--- config.mk ---
export PLATFORM = sky130hd
export DESIGN_NAME = regfile_write_arbiter
export DESIGN_NICKNAME = d
export VERILOG_FILES = /design/src/rtl/regfile_write_arbiter.sv
export SDC_FILE = /design/constraint.sdc
export NUM_CORES = 1
export LEC_CHECK = 0
export ABC_AREA = 0
export CORE_AREA = 4 4 95 70
export DETAILED_ROUTE_END_ITERATION = 8
export DIE_AREA = 0 0 99 74
export DONT_BUFFER_PORTS = 1
export PLACE_DENSITY = 0.51
export SETUP_SLACK_MARGIN = 0.05
export SLEW_MARGIN = 15
export SYNTH_ARGS = -nofsm -noshare
export SYNTH_HDL_FRONTEND = slang
export SYNTH_SLANG_ARGS = --single-unit
export TNS_END_PERCENT = 5
--- constraint.sdc ---
create_clock -name clk -period 3.6 [get_ports clk]
set_input_delay 0.36 -clock clk [delete_from_list [all_inputs] [get_ports clk]]
set_output_delay 0.36 -clock clk [all_outputs]
set_load 0.02 [all_outputs]
--- src/rtl/regfile_write_arbiter.sv ---
// rtl/regfile_write_arbiter.sv - round-robin write-port arbiter with clear sequencer
// Zeroes all eight registers after reset or clr_start, then grants one requester per cycle.
module regfile_write_arbiter #(
  parameter int DATA_W = 16
) (
  input  logic                  clk,
  input  logic                  rst_n,
  input  logic                  clr_start,
  input  logic [3:0]            req,
  input  logic [11:0]           addr,
  input  logic [4*DATA_W-1:0]   wdata,
  output logic [3:0]            gnt,
  output logic [7:0]            wr_en,
  output logic [2:0]            wr_addr,
  output logic [DATA_W-1:0]     wr_data,
  output logic                  busy
);

  typedef enum logic {
    CLEAR = 1'b0,
    ARB   = 1'b1
  } state_t;

  state_t      state;
  logic [2:0]  cnt;
  logic [1:0]  ptr;

  logic              pick_valid;
  logic [1:0]        pick_idx;
  logic [1:0]        cand;
  logic [2:0]        pick_addr;
  logic [DATA_W-1:0] pick_data;

  // Search starts at ptr and wraps, so the requester just served drops to lowest priority.
  always_comb begin
    pick_valid = 1'b0;
    pick_idx   = 2'd0;
    cand       = 2'd0;
    for (int k = 0; k < 4; k++) begin
      cand = ptr + 2'(k);
      if (!pick_valid && req[cand]) begin
        pick_valid = 1'b1;
        pick_idx   = cand;
      end
    end
  end

  always_comb begin
    pick_addr = 3'd0;
    pick_data = '0;
    for (int i = 0; i < 4; i++) begin
      if (pick_idx == 2'(i)) begin
        pick_addr = addr[3*i +: 3];
        pick_data = wdata[DATA_W*i +: DATA_W];
      end
    end
  end

  assign busy = (state == CLEAR);

  always_ff @(posedge clk or negedge rst_n) begin
    if (!rst_n) begin
      state   <= CLEAR;
      cnt     <= 3'd0;
      ptr     <= 2'd0;
      gnt     <= 4'd0;
      wr_en   <= 8'd0;
      wr_addr <= 3'd0;
      wr_data <= '0;
    end else begin
      case (state)
        CLEAR: begin
          gnt     <= 4'd0;
          wr_en   <= 8'd1 << cnt;
          wr_addr <= cnt;
          wr_data <= '0;
          cnt     <= cnt + 3'd1;
          // Leaving on the address-7 write lets a waiting req be granted on the very next edge.
          if (cnt == 3'd7) begin
            state <= ARB;
          end
        end
        ARB: begin
          if (clr_start) begin
            state <= CLEAR;
            cnt   <= 3'd0;
            gnt   <= 4'd0;
            wr_en <= 8'd0;
          end else if (pick_valid) begin
            gnt     <= 4'd1 << pick_idx;
            wr_en   <= 8'd1 << pick_addr;
            wr_addr <= pick_addr;
            wr_data <= pick_data;
            ptr     <= pick_idx + 2'd1;
          end else begin
            gnt   <= 4'd0;
            wr_en <= 8'd0;
          end
        end
        default: begin
          state <= CLEAR;
          cnt   <= 3'd0;
          gnt   <= 4'd0;
          wr_en <= 8'd0;
        end
      endcase
    end
  end

endmodule

==> summary.md <==
| Metric | Value |
|---|---|
| Clock Path Buffers | 2 |
| Post-route ant nets | 0 |
| Crit Path Class | reg -> reg |
| Die area | 7326 um^2 |
| Vias | 1,815 |
| Clk_lat worst skew | 0.29 ns |
| Net count after synthesis | 313 |
| Hold depth | 3 |
| H-tree depth | 2 |
| Sw frac | 44.88% |
| Sw Pwr | 929.6 uW |
| Synth area leader | dfrtp_1 |
| Total track usage | 16.94% |
| Leak | 1.026 nW |
| Gate power share | 46.2% |
| Worst Hold Class | in -> reg |
| RSZ-0062 raised after global routing | false |
| Fin. Hold Viols | 0 |
| Synth cell count leaders | dfrtp_1 (37), nand2_1 (22), nor2b_1 (19) |
| Main synth FF type | dfrtp_1 |
| MaxCap Viol Count | 0 |
| Synth top area share | 40.97% |
| Setup Skew | 0.006516 ns |
| Die Wd | 99 um |
| Starting Density | 39.86% |
| Synth Warn # | 0 |
| Worst vdd ir | 0.3105 mV |
| Global-route wire length before repair | 9701 um |
| Nets | 310 |
| DP HPWL | 4839 um |
| Post-CTS resize count | 0 |
| Internal | 1.142 mW |
| Ports | 115 |
| Startpoint types | register |
| Placed cell count | 283 |
| Final Non-Filler Cells | 293 |
| Cells after Synth | 220 |
| Syn avg cell area | 10.27 um^2 |
| Fraction of layout cells with a size suffix above 1 | 10.09% |
| Row count | 23 |
| CTS clk-pin slew, worst paths | 0.08 ns |
| DRC | 0 |
| Worst R2R Path Depth | 8 |
| DRT iter0 DRCs | 72 |
| DIE HEIGHT | 74 um |
| Tightest Pin Transition | 0.7655 ns |
| Post-synthesis async set-or-reset flop share | 100.0% |
| Total Routed Length | 6292 um |
| Fin crit share | 83.48% |
| Clk pwr share | 17.7% |
| Synthesized area | 2260 um^2 |
| Synth area leaders | dfrtp_1 (41%), a221oi_1 (6.2%), a22o_1 (6.2%) |
| Avg Vias per Cell | 6.195 |
| Final TNS setup | 0 ns |
| Outcome | finished, final reports clean |
| Fmax | 332.8 MHz |
| Crit end category | register |
| Critical path arrival | 3.19 ns |
| Final Wtd Congestion | 0.8292 |
| Setup Viol. Count Final | 0 |
| Crit Path Max Fanout | 17 |
| Vias in the first global route | 1,832 |
| Critical Path RT | 3.78 ns |
| Number of synthesized register bits | 37 |
| Minimum clock period | 3.005 ns |
| DR pass1 iterations | 4 |
| Root buffer cell | clkbuf_8 |
| Ant. Diodes | 0 |
| CTS tree | built |
| Sequential cell area fraction in the yosys report | 40.97% |
| Largest net degree at the start of global routing | 38 |
| Grt ovf | 0 |
| Worst relative slew slack | 48.74% |
| Most frequent cell after synthesis | dfrtp_1 |
| Layout area overhead | 7.198% |
| Num CTS Buffers | 5 |
| Power Dens Cells | 855.1 nW/um^2 |
| Post-synth EDFFs | 0 |
| Initial antenna violation count | 0 |
| Core box area | 5669 um^2 |
| Seq pwr share | 36.1% |
| Max-slew violation count | 0 |
| Sink Count | 37 |
| Yosys cell types | 42 |
| DR WL/cell | 21.47 um |
| # port buffers | 0 |
## area by class of cell
type,instances,area [um^2]
Clock inverter,3,46.29
Multi-Input combinational cell,156,1186
Sequential cell,37,925.9
Timing Repair Buffer,6,60.06
Tap cell,75,93.84
Fill cell,554,3247
Inverter,11,41.29
Clock buffer,5,68.82
## cell families after synthesis
group / after synthesis / share of synthesized area [%]
AOI/OAI and AO/OA: 76 / 27.74
DFF: 37 / 40.97
muxes: 4 / 1.883
adders and majority gates: 10 / 5.537
buffers and inverters: 27 / 6.644
and+or+nand+nor: 66 / 17.22
## registers in the layout (all words and copies together) (netlist names)
name	cells
cnt	3
ptr	2
wr_data	16
wr_addr	3
state	1
gnt	4
wr_en	8
## metal layers
layer  GRT usage (%)  wire (um)
met1           22.23       2610
met2           25.30       2848
met3           7.498        725
met4           5.606        108
met5               0          0
## final timing paths
check | from | slack [ns] | end
max reg2reg | ptr[1]$_DFFE_PN0P_ | 0.59 | wr_en[6]$_DFF_PN0_
min in group asynchronous | rst_n | 0.52 | wr_en[6]$_DFF_PN0_
min | wdata[52] | 0.31 | wr_data[4]$_DFFE_PN0P_
max | ptr[1]$_DFFE_PN0P_ | 0.59 | wr_en[6]$_DFF_PN0_
min reg2reg | ptr[0]$_DFFE_PN0P_ | 0.57 | ptr[0]$_DFFE_PN0P_
max in group asynchronous | rst_n | 2.89 | ptr[1]$_DFFE_PN0P_
## through the flow
| stage | setup slack [ns] | hold WS, ns | instance area, um^2 | power (mW) | util [%] |
|---|---|---|---|---|---|
| after floorplan | 1.166 | 0.06441 | 2260 | 1.521 | - |
| after global placement | 0.7260 | 0.06551 | 2275 | 1.643 | 40.12 |
| after detailed placement | 0.5847 | 0.06565 | 2275 | 1.699 | 40.12 |
| after CTS | 0.5880 | 0.2944 | 2420 | 2.083 | 42.68 |
| after global routing | 0.3037 | 0.3085 | 2422 | 2.242 | 42.73 |
| final | 0.5948 | 0.3066 | 2422 | 2.071 | 42.73 |
## worst max-delay path, stage by stage, from the launching register on
cell      delay, ns
dfrtp_1        0.43
mux2_2         0.35
a222oi_1       0.42
and2b_1        0.22
ha_1           0.57
a211oi_1       0.14
a211oi_1       0.45
nand2b_1       0.15
o32ai_1        0.16
## timing repair
action                     4_1_cts  5_1_grt
setup endpoints to repair        0        0
hold buffers                     2        0
buffers inserted                 0        0
hold endpoints to repair        37        0
## power groups by stage
stage                     Clock [mW]  Combinational, mW  Sequential [mW]
after floorplan                    0              0.812            0.709
after detailed placement           0              0.942            0.757
after global routing           0.395               1.08            0.766
final                          0.366              0.957            0.748
after CTS                      0.376              0.957            0.751
after global placement             0              0.891            0.752
## cell usage in the layout (no fill, tap or decap), drive strengths merged, types with 2 or more instances in the layout
| master | netlist | final |
|---|---|---|
| and2 | 4 | 4 |
| o2bb2ai | 2 | 2 |
| nand3b | 3 | 3 |
| a221oi | 17 | 17 |
| clkbuf | 7 | 5 |
| mux2 | 2 | 2 |
| nor3b | 3 | 3 |
| nor2b | 19 | 19 |
| nand2 | 22 | 22 |
| o31ai | 16 | 16 |
| buf | 9 | 5 |
| o21ai | 2 | 2 |
| a211oi | 5 | 5 |
| inv | 11 | 11 |
| nor2 | 7 | 7 |
| ha | 10 | 10 |
| o32ai | 6 | 6 |
| dfrtp | 37 | 37 |
| a22o | 16 | 16 |
| mux2i | 2 | 2 |
| a21oi | 5 | 5 |
| nand2b | 5 | 5 |
No activity file was read; power rests on OpenSTA's default activity.
